`config.mk`:
```
export PLATFORM = sky130hd
export DESIGN_NAME = key_flow_ctrl
export DESIGN_NICKNAME = d
export VERILOG_FILES = /design/src/rtl/key_flow_ctrl.sv
export SDC_FILE = /design/constraint.sdc
export NUM_CORES = 1
export LEC_CHECK = 0
export CELL_PAD_IN_SITES_DETAIL_PLACEMENT = 0
export CELL_PAD_IN_SITES_GLOBAL_PLACEMENT = 1
export CORE_MARGIN = 5
export CORE_UTILIZATION = 52
export DETAILED_ROUTE_END_ITERATION = 16
export PLACE_DENSITY = 0.93
export SLEW_MARGIN = 20
export SYNTH_ARGS = -nofsm -noshare
export SYNTH_HDL_FRONTEND = slang
export SYNTH_SLANG_ARGS = --single-unit
```
`constraint.sdc`:
```
create_clock -name sys_clk -period 4.4 [get_ports sys_clk]
set_input_delay 0.88 -clock sys_clk [delete_from_list [all_inputs] [get_ports sys_clk]]
set_output_delay 0.88 -clock sys_clk [all_outputs]
set_load 0.02 [all_outputs]
```
`src/rtl/key_flow_ctrl.sv`:
```
// Button front end for the flowing-LED stage: synchronizes and debounces two
// active-low keys, turning presses into run/pause, speed select and a step tick.
module key_flow_ctrl #(
  parameter int CLK_FREQ    = 50_000_000,
  parameter int DEBOUNCE_MS = 20,
  parameter int BASE_PERIOD = 25_000_000
) (
  input  logic       sys_clk,
  input  logic       sys_rst_n,
  input  logic [1:0] key,
  output logic [1:0] key_press,
  output logic       run,
  output logic [1:0] speed_sel,
  output logic       step_tick
);

  localparam int DEB_CYCLES = CLK_FREQ / 1000 * DEBOUNCE_MS;
  localparam int DW         = (DEB_CYCLES > 1) ? $clog2(DEB_CYCLES) : 1;
  localparam int TW         = $clog2(BASE_PERIOD);
  localparam logic [DW-1:0] DEB_LAST = DW'(DEB_CYCLES - 1);

  typedef enum logic [1:0] {
    ST_IDLE         = 2'd0,
    ST_PRESS_WAIT   = 2'd1,
    ST_HELD         = 2'd2,
    ST_RELEASE_WAIT = 2'd3
  } deb_state_e;

  logic [1:0]    sync1_q, sync2_q;
  deb_state_e    deb_state_q [2];
  deb_state_e    deb_state_d [2];
  logic [DW-1:0] deb_cnt_q [2];
  logic [DW-1:0] deb_cnt_d [2];
  logic [1:0]    press_ev_s;

  logic [1:0]    key_press_q, key_press_d;
  logic          run_q, run_d;
  logic [1:0]    speed_sel_q, speed_sel_d;
  logic          step_tick_q, step_tick_d;
  logic [TW-1:0] tick_cnt_q, tick_cnt_d;
  logic [31:0]   period_m1_s;
  logic          tick_wrap_s;

  // Two-flop synchronizer; idles at 1 so a reset looks like a released key.
  always_ff @(posedge sys_clk or negedge sys_rst_n) begin
    if (!sys_rst_n) begin
      sync1_q <= 2'b11;
      sync2_q <= 2'b11;
    end else begin
      sync1_q <= key;
      sync2_q <= sync1_q;
    end
  end

  // Debounce state and counter registers for both keys.
  always_ff @(posedge sys_clk or negedge sys_rst_n) begin
    if (!sys_rst_n) begin
      for (int i = 0; i < 2; i++) begin
        deb_state_q[i] <= ST_IDLE;
        deb_cnt_q[i]   <= '0;
      end
    end else begin
      for (int i = 0; i < 2; i++) begin
        deb_state_q[i] <= deb_state_d[i];
        deb_cnt_q[i]   <= deb_cnt_d[i];
      end
    end
  end

  // Debounce next-state logic; a press event fires only on PRESS_WAIT -> HELD.
  always_comb begin
    press_ev_s = 2'b00;
    for (int i = 0; i < 2; i++) begin
      deb_state_d[i] = deb_state_q[i];
      deb_cnt_d[i]   = deb_cnt_q[i];
      case (deb_state_q[i])
        ST_IDLE: begin
          if (!sync2_q[i]) begin
            deb_state_d[i] = ST_PRESS_WAIT;
            deb_cnt_d[i]   = '0;
          end else begin
            deb_state_d[i] = ST_IDLE;
          end
        end
        ST_PRESS_WAIT: begin
          if (sync2_q[i]) begin
            deb_state_d[i] = ST_IDLE;
          end else if (deb_cnt_q[i] == DEB_LAST) begin
            deb_state_d[i] = ST_HELD;
            press_ev_s[i]  = 1'b1;
          end else begin
            deb_cnt_d[i] = deb_cnt_q[i] + DW'(1);
          end
        end
        ST_HELD: begin
          if (sync2_q[i]) begin
            deb_state_d[i] = ST_RELEASE_WAIT;
            deb_cnt_d[i]   = '0;
          end else begin
            deb_state_d[i] = ST_HELD;
          end
        end
        ST_RELEASE_WAIT: begin
          if (!sync2_q[i]) begin
            deb_state_d[i] = ST_HELD;
          end else if (deb_cnt_q[i] == DEB_LAST) begin
            deb_state_d[i] = ST_IDLE;
          end else begin
            deb_cnt_d[i] = deb_cnt_q[i] + DW'(1);
          end
        end
        default: begin
          deb_state_d[i] = ST_IDLE;
          deb_cnt_d[i]   = '0;
        end
      endcase
    end
  end

  assign period_m1_s = (32'(BASE_PERIOD) >> speed_sel_q) - 32'd1;
  assign tick_wrap_s = (32'(tick_cnt_q) == period_m1_s);

  // Command and tick next-state: a speed event restarts the period, and
  // counting follows the post-event run state so a pause suppresses the wrap.
  always_comb begin
    key_press_d = press_ev_s;
    run_d       = run_q ^ press_ev_s[0];
    speed_sel_d = speed_sel_q + {1'b0, press_ev_s[1]};
    tick_cnt_d  = tick_cnt_q;
    step_tick_d = 1'b0;
    if (press_ev_s[1]) begin
      tick_cnt_d  = '0;
      step_tick_d = 1'b0;
    end else if (run_d) begin
      if (tick_wrap_s) begin
        tick_cnt_d  = '0;
        step_tick_d = 1'b1;
      end else begin
        tick_cnt_d  = tick_cnt_q + TW'(1);
        step_tick_d = 1'b0;
      end
    end else begin
      tick_cnt_d  = tick_cnt_q;
      step_tick_d = 1'b0;
    end
  end

  // Command, counter and output registers.
  always_ff @(posedge sys_clk or negedge sys_rst_n) begin
    if (!sys_rst_n) begin
      key_press_q <= 2'b00;
      run_q       <= 1'b1;
      speed_sel_q <= 2'd0;
      step_tick_q <= 1'b0;
      tick_cnt_q  <= '0;
    end else begin
      key_press_q <= key_press_d;
      run_q       <= run_d;
      speed_sel_q <= speed_sel_d;
      step_tick_q <= step_tick_d;
      tick_cnt_q  <= tick_cnt_d;
    end
  end

  assign key_press = key_press_q;
  assign run       = run_q;
  assign speed_sel = speed_sel_q;
  assign step_tick = step_tick_q;

endmodule

```
==> results of run 1 <==
==> path summary, 6_finish.rpt <==
path / to / start / depth (start not counted)
worst max-delay path: tick_cnt_q[7]$_DFFE_PN0P_ / speed_sel[1]$_DFF_PN0_ / 9
worst min-delay path: sync2_q[1]$_DFF_PN1_ / sync1_q[1]$_DFF_PN1_ / 0
worst max register to register: tick_cnt_q[7]$_DFFE_PN0P_ / speed_sel[1]$_DFF_PN0_ / 9
worst min register to register: sync2_q[1]$_DFF_PN1_ / sync1_q[1]$_DFF_PN1_ / 0
max in group asynchronous: sync1_q[0]$_DFF_PN1_ / sys_rst_n / 2
min in group asynchronous: tick_cnt_q[8]$_DFFE_PN0P_ / sys_rst_n / 1
==> sequential cells by signal (all words and copies together) (netlist names), named ones only <==
register,count
deb_cnt_q,40
deb_state_q,2
key_press,2
run,1
speed_sel,2
step_tick,1
sync1_q,2
sync2_q,2
tick_cnt_q,25
==> stage by stage <==
step	setup slack (ns)	hold WS, ns	area, um2
after floorplan	1.54	0.345	4380
after global placement	1.51	0.346	4500
after detailed placement	1.39	0.347	4510
after CTS	1.37	0.358	4720
after global routing	1.16	0.362	4740
final	1.38	0.357	4740
==> cells in the mapped netlist (all sizes together) (3+ instances only) <==
master	instances	area (um2)
dfrtp	74	1850
nand2	70	263
nor2	52	203
nand3	31	165
o21ai	22	110
xor2	21	184
inv	17	63.8
xnor2	15	131
and3	14	91.3
nand4	12	75.1
buf	10	75.1
nor3	10	50.1
o311ai	10	87.6
a21oi	9	48.8
a31oi	9	62.6
clkbuf	8	30.0
o31ai	8	60.1
and2	7	43.8
and4	6	52.6
or3	6	47.5
a22o	5	45.0
dfstp	5	131
ha	5	62.6
nand2b	4	25.0
nor4	4	40.0
a22oi	3	32.5
nand4b	3	26.3
nor4b	3	26.3
or4	3	26.3
==> power by group <==
| group | total [mW] | switching, mW | internal (mW) |
|---|---|---|---|
| clock network | 0.569 | 0.259 | 0.310 |
| logic | 0.0518 | 0.0330 | 0.0188 |
| registers | 0.757 | 0.0168 | 0.741 |
| total | 1.38 | 0.309 | 1.07 |
==> cells in the final DEF (no fill, tap or decap), types with 6 or more instances in the layout <==
cell             instances
dfrtp_1                 74
nand2_1                 70
nor2_1                  50
nand3_1                 29
xor2_1                  21
o21ai_0                 20
inv_1                   15
xnor2_1                 15
nand4_1                 12
clkbuf_8                12
and3_1                  11
nor3_1                  10
a31oi_1                  8
a21oi_1                  8
o31ai_1                  8
clkdlybuf4s50_1          8
o311ai_1                 7
and2_1                   7
and4_1                   6
==> worst register-to-register path, delay by kind of cell (launching register included) <==
family | cells | cell delay (ns)
DFF | 1 | 0.54
xor gates and xnor gates | 1 | 0.12
AOI/OAI and AO/OA | 2 | 0.60
buffers and inverters | 1 | 0.10
and+or+nand+nor | 4 | 1.22
adders and majority gates | 1 | 0.30
==> kinds of logic (layout without fill, tap and decap cells) <==
group / after synthesis / in the layout / synth area share [%]
flops: 79 / 79 / 45.3
fa+ha+maj: 6 / 6 / 1.66
compound gates: 82 / 82 / 13.9
mux: 1 / 1 / 0.228
buf+inv: 35 / 44 / 3.85
xor+xnor: 36 / 36 / 7.20
simple gates: 235 / 235 / 27.9
==> cell type report <==
class / instances / area [um2] / share of cell area, %
clock buffer: 14 / 173 / 3.65
clock inverter: 2 / 37.5 / 0.793
multi-input combinational: 360 / 2230 / 47.1
sequential: 79 / 1980 / 41.9
inverter: 17 / 63.8 / 1.35
timing repair buffer: 11 / 115 / 2.43
tap: 105 / 131 / 2.77
==> layer usage <==
layer	vias up	part of all wire [%]
met2	75	47
met4	0	1.1
met1	1748	48
met5	-	0
li1	1710	-
met3	11	3.9
==> results.rst, run 1 <==
.. list-table::
   :header-rows: 1

   * - Metric
     - Value
   * - Outcome
     - finished, final reports clean
   * - Setup crit end kind
     - flip-flop
   * - Data arrival time at the worst-slack endpoint
     - about 3.2 ns
   * - Number of different library cells in the post-synthesis netlist
     - 64
   * - Leftover overflow at the end of global routing
     - 0
   * - HPWL after DPL
     - about 6000 um
   * - Synthesized netlist cell count
     - approximately 470
   * - Antenna violations before repair
     - 0
   * - Post-Syn Area
     - between 4000 and 5000 um2
   * - Ant diodes
     - 0
   * - Number of enable flip-flop cells after synthesis
     - 0
   * - Layout cells sized above 1
     - under 10%
   * - Global routing's busiest layer
     - met2
   * - Initial core utilization
     - 53.3%
   * - Clock buffer depth
     - 2
   * - Post-detailed-route wirelength per cell
     - approximately 15 um
   * - Area of the die
     - between 10000 and 15000 um2
   * - ANT nets after route
     - 0
   * - Syn Nets
     - just under 500
   * - Post-detailed-routing wire length
     - approximately 9000 um
   * - Placed insts
     - roughly 570
   * - Ports placed on the boundary
     - 10
   * - Area of the core
     - just over 8000 um2
   * - Period utilization
     - just under 70%
   * - Number of synthesized register bits
     - between 70 and 80
   * - Flop2flop setup slack
     - ~1.4 ns
   * - Avg Vias per Cell
     - 6.03
   * - Pins Over Slew Limit
     - 0
   * - Highest clock rate
     - 331 MHz
   * - Final non-filler cell total
     - between 500 and 600
   * - Class of the most critical hold timing path
     - reg -> reg
   * - Number of violations of the max-capacitance limit
     - 0
   * - Overall Global Routing Usage
     - 19.4%
   * - RSZ-0062 raised after global routing
     - no
   * - Number of detailed-routing iterations run before antenna repair
     - 5
   * - IR drop worst, VDD
     - 238 uV
   * - H-tree depth
     - 3
   * - TritonCTS clock tree
     - built
   * - Top cell family by delay on the critical path
     - simple AND/OR/NAND/NOR gates
   * - Grt met3 use
     - under 10%
   * - Most used flip-flop cell after synthesis
     - dfrtp_1
   * - Total of warnings raised by yosys
     - 0
   * - Maximum number of pins on one net before global-route repair
     - 80
   * - Critical path's largest stage delay
     - around 0.54 ns
   * - Critical path's slowest cell
     - dfrtp_1
   * - Average size of a mapped cell
     - about 9.2 um2
   * - Fin Setup TNS
     - 0 ns
   * - Vias
     - around 3500
   * - Number of gates resized after cts
     - 0
   * - Crit Path Max Fanout
     - 23
   * - Num Clock Sinks
     - 79
   * - Proportion of synthesized flip-flops having asynchronous set or reset
     - between 90% and 100%
   * - Number of filler cells placed in the layout
     - between 700 and 800
   * - Buf/Inv on CP
     - 1
   * - Fin nets
     - 487
   * - Worst-Skew Late Latency
     - about 0.35 ns
   * - Clock skew after layout
     - ~0.0094 ns
   * - Total power per unit cell area
     - 291 nW/um2
   * - Number of global-route vias before repair
     - around 3400
   * - Tightest slew margin relative to the limit
     - between 20 and 30%
   * - Tightest Pin Transition
     - ~1.1 ns
   * - Clock-pin slew on the worst setup and hold paths
     - 0.08 ns
   * - First-pass GRT wire length
     - roughly 16000 um
   * - Drt first-iter violations
     - 164
   * - Worst setup path class
     - reg -> reg
   * - Die Wd
     - 102 um
   * - Data required time of the worst path
     - about 4.6 ns
   * - Kind of start point of the critical path
     - flip-flop
   * - Total number of placement rows
     - 33
   * - Portion of the post-synthesis area used by sequential elements
     - 45.3%
   * - Residual DRC
     - 0
   * - Final period demand of the worst path
     - 3.02 ns
   * - Synthesis-to-finish area growth
     - 8.08%
   * - Vertical die dimension
     - 102 um
   * - Power Total
     - around 1.4 mW
   * - Number of buffers inserted during clock tree synthesis
     - 9
   * - Final Util
     - a little under 60%
   * - Static leakage
     - 1.91 nW
   * - Placer's final routability congestion estimate
     - ~0.9
   * - Number of setup buffers added after CTS
     - 0
   * - Met2 Track Usage GR
     - roughly 31%
   * - CTS Root Cell
     - clkbuf_8
   * - Fraction of met1 tracks used by global routing
     - 26.8%
   * - # setup viols final
     - 0
   * - Cts-stage hold buffer count
     - 0
   * - Number of buffer cells added on primary ports
     - 9
   * - Final hold violation count
     - 0
   * - Critical Path, Cell by Cell
     - nor2b_1, inv_1, ha_1, xnor2_1, or3_1, a2111oi_4, nand2_1, nand3_2, o311ai_0
(Power assumes the default switching activity.)
==> run 2: changes to the inputs <==
Settings changed: CORE_UTILIZATION 52 to 44, PLACE_DENSITY 0.93 to 0.85.
Clock period 4.4 ns to 2.7 ns, I/O delays scaled along.
==> run 2 against run 1 <==
Effect of this change: global-route usage down 1.9 points; final cell count up 9.5%; die area up 16%; core utilization down 5.8 points; register-to-register slack worse by 1.3 ns; critical path type unchanged; largest cell class unchanged; largest power group unchanged.
==> results.rst, run 2 (synthesis gave the netlist of run 1 again) <==
.. list-table::
   :header-rows: 1

   * - Metric
     - Value
   * - Minimum setup slack in the final design
     - slightly above 0.1 ns
   * - Worst setup path class
     - reg -> reg
   * - Vertical die dimension
     - 110 um
   * - Pins Over Slew Limit
     - 0
   * - TritonCTS clock tree
     - built
   * - Combinational group share of total power
     - ~4.3%
   * - Total power per unit cell area
     - around 450 nW/um2
   * - Cell-internal power
     - about 1.8 mW
   * - Drt first-iter violations
     - 228
   * - Kind of start point of the critical path
     - flip-flop
   * - ANT nets after route
     - 0
   * - Residual DRC
     - 0
   * - Die Wd
     - roughly 110 um
   * - Static leakage
     - roughly 2.1 nW
   * - Worst reg2reg endpoint
     - tick_cnt_q[24]$_DFFE_PN0P_
   * - Placer's final routability congestion estimate
     - slightly below 0.9
   * - Final hold slack
     - ~0.28 ns
   * - Avg Vias per Cell
     - about 5.6
   * - Number of buffer cells added on primary ports
     - 9
   * - Outcome
     - finished, final reports clean
   * - Data required time of the worst path
     - between 2 and 3 ns
   * - Fin nets
     - roughly 520
   * - HPWL after DPL
     - between 6000 and 7000 um
   * - Data arrival time at the worst-slack endpoint
     - approximately 2.8 ns
   * - Worst slack, placed
     - -0.0557 ns
   * - Ports placed on the boundary
     - 10
   * - Layout cells sized above 1
     - between 10% and 20%
   * - Most used cells in the layout excluding fill and tap cells
     - dfrtp_1, nand2_1, nor2_1, nand3_1, buf_4
   * - Synthesis-to-finish area growth
     - 15.0%
   * - Clock buffer depth
     - 2
   * - Number of violations of the max-capacitance limit
     - 0
   * - Number of filler cells placed in the layout
     - around 900
   * - # setup viols final
     - 0
   * - Flop2flop setup slack
     - ~0.10 ns
   * - Share of power burned in the clock network
     - 41.6%
   * - Clock-pin slew on the worst setup and hold paths
     - about 0.08 ns
   * - Switching Power
     - slightly below 500 uW
   * - Tightest slew margin relative to the limit
     - around 43%
   * - Worst Setup EP
     - tick_cnt_q[24]$_DFFE_PN0P_
   * - Count of cells along the worst register-to-register path
     - 11
   * - Crit Path Max Fanout
     - 9
   * - Number of buffers inserted during clock tree synthesis
     - 9
   * - Post-detailed-route wirelength per cell
     - between 15 and 20 um
   * - Period utilization
     - slightly below 100%
   * - Num Clock Sinks
     - between 70 and 80
   * - Area of the die
     - ~12000 um2
   * - Final hold violation count
     - 0
   * - Vias
     - around 3600
   * - Cts-stage hold buffer count
     - 0
   * - Fraction of power consumed by sequential logic
     - approximately 54%
   * - Total number of placement rows
     - 36
   * - CTS Root Cell
     - clkbuf_8
   * - Clock skew after layout
     - around 0.0089 ns
   * - H-tree depth
     - 3
   * - Final period demand of the worst path
     - between 2 and 3 ns
   * - Number of detailed-routing iterations run before antenna repair
     - 5
   * - Biggest registers after layout
     - deb_cnt_q: 40 flops, tick_cnt_q: 25 flops
   * - Top reg by flops
     - deb_cnt_q
   * - Post-detailed-routing wire length
     - 9700 um
   * - Number of global-route vias before repair
     - approximately 3500
   * - Worst setup startpoint
     - speed_sel[0]$_DFF_PN0_
   * - Maximum number of pins on one net before global-route repair
     - 69
   * - IR drop worst, VDD
     - around 180 uV
   * - Class of the most critical hold timing path
     - in -> async
   * - Initial core utilization
     - around 45%
   * - Ant diodes
     - 0
   * - Flip-flop count of the largest register, all copies and words added
     - 40
   * - Antenna violations before repair
     - 0
   * - First-pass GRT wire length
     - 16600 um
   * - Highest clock rate
     - 385 MHz
   * - Area of the core
     - 9730 um2
   * - Most frequent standard cell in the layout excluding fill and tap cells
     - dfrtp_1
   * - Worst-Skew Late Latency
     - between 0.3 and 0.4 ns
   * - Power Total
     - 2.28 mW
   * - Launching point of the worst reg2reg path
     - speed_sel[0]$_DFF_PN0_
   * - Switching share of total power
     - 21.7%
   * - Leftover overflow at the end of global routing
     - 0
   * - Setup crit end kind
     - flip-flop
   * - Tightest Pin Transition
     - about 0.86 ns
   * - Overall Global Routing Usage
     - 17.5%
-- run 2: cell types whose count changed in the layout (fill, tap and decap cells not counted), sizes merged --
cell	delta
bufinv	+1
clkbuf	-2
a21oi	+1
clkinvlp	-1
buf	+27
clkinv	+2
-- run 2: area by class of cell --
class | count | area, um2 | area share (%)
inverters | 17 | 63.8 | 1.27
clock inverters | 4 | 70.1 | 1.39
clock buffers | 11 | 141 | 2.80
well taps | 133 | 166 | 3.30
repair buffers | 39 | 338 | 6.70
multi-input cells | 361 | 2280 | 45.2
flip-flops and latches | 79 | 1980 | 39.4
-- run 2: what timing repair did --
action / CTS / global route
buffers inserted: 0 / 2
pin swaps: 1 / 3
endpoints found under the setup margin: 17 / 21
gates resized for setup: 2 / 7
hold endpoints to repair: 0 / 0
gates cloned: 0 / 2
-- run 2: worst min path at each step --
stage,from,cells after the start,end
2_1_floorplan,sys_rst_n,0,async pin
4_1_cts,sys_rst_n,1,deb_cnt_q[13]$_DFFE_PN0P_
3_3_place_gp,sync1_q[0]$_DFF_PN1_,0,sync2_q[0]$_DFF_PN1_
3_5_place_dp,sync1_q[0]$_DFF_PN1_,0,sync2_q[0]$_DFF_PN1_
6_report,sys_rst_n,1,deb_cnt_q[13]$_DFFE_PN0P_
5_1_grt,sync1_q[1]$_DFF_PN1_,0,sync2_q[1]$_DFF_PN1_
-- run 2: routing by layer --
metal | part of all wire (%) | global-route usage, % | up-vias | wire length [um]
met3 | 4.6 | 3.64 | 15 | 445
met4 | 1.7 | 6.86 | 0 | 168
met1 | 48 | 24.1 | 1742 | 4630
met5 | 0 | 0 | - | 0
li1 | - | - | 1765 | -
met2 | 46 | 26.9 | 85 | 4460
-- run 2: critical path, stage by stage (launching register included) --
cell,delay [ns]
dfrtp_1,0.41
buf_4,0.15
nand2_1,0.09
ha_1,0.32
xnor2_1,0.13
or3_4,0.38
a2111oi_4,0.27
buf_4,0.21
nand2_2,0.09
nand3_4,0.14
buf_4,0.19
o311ai_1,0.11
-- run 2: through the flow --
stage               util (%)  setup TNS (ns)  instances  instance area (um2)
floorplan                  -               0        474                 4390
global placement        48.7               0        625                 4730
detailed placement      48.7          -0.295        625                 4730
CTS                     51.0               0        640                 4960
global route            51.8         -0.0376        644                 5040
finish                  51.8               0        644                 5040
-- run 2: power by group through the flow --
stage / Combinational [mW] / Sequential (mW) / Clock (mW)
after floorplan: 0.0507 / 1.25 / 0
after global placement: 0.0961 / 1.25 / 0
after detailed placement: 0.0999 / 1.26 / 0
after CTS: 0.0999 / 1.23 / 0.983
after global routing: 0.113 / 1.24 / 1.03
final: 0.0971 / 1.23 / 0.949
==> run 3: changes to the inputs <==
Settings changed: RECOVER_POWER from default to 100.
==> run 3 against run 2 <==
Effect of this change: the run now ends with max-capacitance violations, max-slew violations left; clock-buffer cell count unchanged; non-clock buffer count stayed put; sequential share of layout area grew 0.23 points; first-iteration DRC count increased by 10%; sequential cell count unchanged; design area shrank 0.57%; combinational power shrank 3.6%; power decreased by 0.22%; core utilization down 0.30 points; worst hold slack improved by 0.074 ns; critical path type unchanged.
==> results.rst, run 3 (synthesis gave the netlist of run 1 again) <==
.. list-table::
   :header-rows: 1

   * - Metric
     - Value
   * - Layout cells sized above 1
     - between 10% and 20%
   * - Class of the most critical hold timing path
     - reg -> reg
   * - Area of the core
     - slightly below 10000 um2
   * - Initial core utilization
     - roughly 45%
   * - Total power per unit cell area
     - ~450 nW/um2
   * - Residual DRC
     - 0
   * - Outcome
     - finished, violations left
   * - Pins Over Slew Limit
     - a little under 70
   * - Top reg by flops
     - deb_cnt_q
   * - # setup viols final
     - 0
   * - Post-detailed-route wirelength per cell
     - 15.0 um
   * - Placer's final routability congestion estimate
     - 0.873
   * - Number of violations of the max-capacitance limit
     - 1
   * - Crit Path Max Fanout
     - 9
   * - Cell-internal power
     - about 1.8 mW
   * - Area of combinational cells with multiple inputs
     - 2270 um2
   * - TritonCTS clock tree
     - built
   * - Fin nets
     - between 500 and 600
   * - Data arrival time at the worst-slack endpoint
     - ~2.8 ns
   * - Highest clock rate
     - between 300 and 400 MHz
   * - Number of detailed-routing iterations run before antenna repair
     - 4
   * - Final period demand of the worst path
     - 2.59 ns
   * - Kind of start point of the critical path
     - flip-flop
   * - IR drop worst, VDD
     - 180 uV
   * - Setup crit end kind
     - flip-flop
   * - Flop2flop setup slack
     - around 0.11 ns
   * - Combinational group share of total power
     - 4.1%
   * - Tightest Pin Transition
     - between 1.5 and 2 ns
   * - Share of power burned in the clock network
     - around two fifths
   * - Worst-Skew Late Latency
     - roughly 0.36 ns
   * - Flip-flop count of the largest register, all copies and words added
     - 40
   * - Fraction of power consumed by sequential logic
     - between 50 and 60%
   * - Vias
     - ~3600
   * - Avg Vias per Cell
     - roughly 5.6
   * - Number of buffer cells added on primary ports
     - 9
   * - Tightest slew margin relative to the limit
     - -11.9%
   * - Most frequent standard cell in the layout excluding fill and tap cells
     - dfrtp_1
   * - Number of buffers inserted during clock tree synthesis
     - 9
   * - Leftover overflow at the end of global routing
     - 0
   * - Final non-filler cell total
     - approximately 640
   * - CTS Root Cell
     - clkbuf_8
   * - Area of the die
     - roughly 12000 um2
   * - Worst slack, placed
     - -0.0557 ns
   * - Die Wd
     - roughly 110 um
   * - Placed insts
     - 625
   * - Biggest registers after layout
     - deb_cnt_q: 40 flops, tick_cnt_q: 25 flops
   * - Ports placed on the boundary
     - 10
   * - Vertical die dimension
     - between 100 and 150 um
   * - Switching Power
     - 494 uW
   * - Total number of placement rows
     - 36
   * - Overall Global Routing Usage
     - 17.5%
   * - Drt first-iter violations
     - approximately 250
   * - Static leakage
     - between 2 and 2.5 nW
   * - Antenna violations before repair
     - 0
   * - HPWL after DPL
     - roughly 6600 um
   * - Area of placed instances
     - 4730 um2
   * - Minimum setup slack in the final design
     - approximately 0.11 ns
   * - Ant diodes
     - 0
   * - Clock skew after layout
     - around 0.009 ns
   * - Fin Setup TNS
     - 0 ns
   * - Maximum number of pins on one net before global-route repair
     - between 60 and 70
   * - First-pass GRT wire length
     - ~17000 um
   * - Final hold violation count
     - 0
   * - ANT nets after route
     - 0
   * - Switching share of total power
     - a little over a fifth
   * - Clock-pin slew on the worst setup and hold paths
     - 0.07 ns
   * - Register Area
     - between 1500 and 2000 um2
   * - Number of filler cells placed in the layout
     - about 910
   * - Num Clock Sinks
     - just under 80
   * - Number of global-route vias before repair
     - about 3500
   * - Synthesis-to-finish area growth
     - 14.4%
   * - H-tree depth
     - 3
   * - Period utilization
     - 95.9%
   * - Post-detailed-routing wire length
     - ~9700 um
   * - Data required time of the worst path
     - between 2 and 3 ns
   * - Violations in the final reports
     - max-capacitance violations, max-slew violations
   * - Clock buffer depth
     - 2
   * - Most used cells in the layout excluding fill and tap cells
     - dfrtp_1, nand2_1, nor2_1, nand3_1
   * - Design Area, Final
     - 5010 um2
   * - Worst setup path class
     - reg -> reg
==> run 3: changes by cell type in the layout (fill, tap and decap cells not counted), moves of 6 or more <==
cell             before  now
buf_4                29   21
clkdlybuf4s50_1       8    0
dlygate4sd3_1         0    8
clkbuf_1              1    7
==> run 3: worst paths after layout <==
path	from	endpoint	cells after the start
max in group asynchronous	sys_rst_n	speed_sel[1]$_DFF_PN0_	1
worst max-delay path	speed_sel[0]$_DFF_PN0_	tick_cnt_q[24]$_DFFE_PN0P_	11
worst min-delay path	sync1_q[0]$_DFF_PN1_	sync2_q[0]$_DFF_PN1_	0
worst max register to register	speed_sel[0]$_DFF_PN0_	tick_cnt_q[24]$_DFFE_PN0P_	11
worst min register to register	sync1_q[0]$_DFF_PN1_	sync2_q[0]$_DFF_PN1_	0
min in group asynchronous	sys_rst_n	deb_cnt_q[13]$_DFFE_PN0P_	1
==> run 3: area by class of cell <==
cell class	count	area share (%)
multi-input cells	361	45.4
flip-flops and latches	79	39.6
well taps	133	3.32
repair buffers	39	6.24
inverters	17	1.27
clock inverters	4	1.40
clock buffers	11	2.82
==> run 3: critical path: stages (launching register included) <==
cell	delay (ns)
dfrtp_1	0.41
buf_4	0.15
nand2_1	0.09
ha_1	0.32
xnor2_1	0.13
or3_4	0.38
a2111oi_4	0.27
buf_4	0.21
nand2_2	0.09
nand3_4	0.14
buf_4	0.19
o311ai_1	0.11
==> run 3: through the flow <==
step / total power [mW] / hold WS (ns) / util, %
floorplan: 1.30 / 0.244 / -
global placement: 1.35 / 0.347 / 48.7
detailed placement: 1.35 / 0.348 / 48.7
CTS: 2.32 / 0.329 / 51.0
global route: 2.38 / 0.367 / 51.5
finish: 2.27 / 0.358 / 51.5
==> run 3: repair_timing <==
action,4_1_cts,5_1_grt
resized for setup,2,7
gates cloned,0,2
buffers inserted,0,2
hold buffers,0,0
pin swaps,1,3
setup endpoints to repair,17,21
==> run 3: power groups by stage <==
stage | clock [mW] | sequential (mW) | combinational [mW]
final | 0.947 | 1.23 | 0.0936
after global routing | 1.03 | 1.24 | 0.110
after CTS | 0.983 | 1.23 | 0.0999
after detailed placement | 0 | 1.26 | 0.0999
after global placement | 0 | 1.25 | 0.0961
after floorplan | 0 | 1.25 | 0.0507
==> run 3: metal layers <==
layer,up-vias,part of all wire (%),GRT usage (%)
met1,1750,48,24.1
met2,64,46,26.9
met5,-,0,0
li1,1762,-,-
met3,16,3.9,3.64
met4,0,1.7,6.86
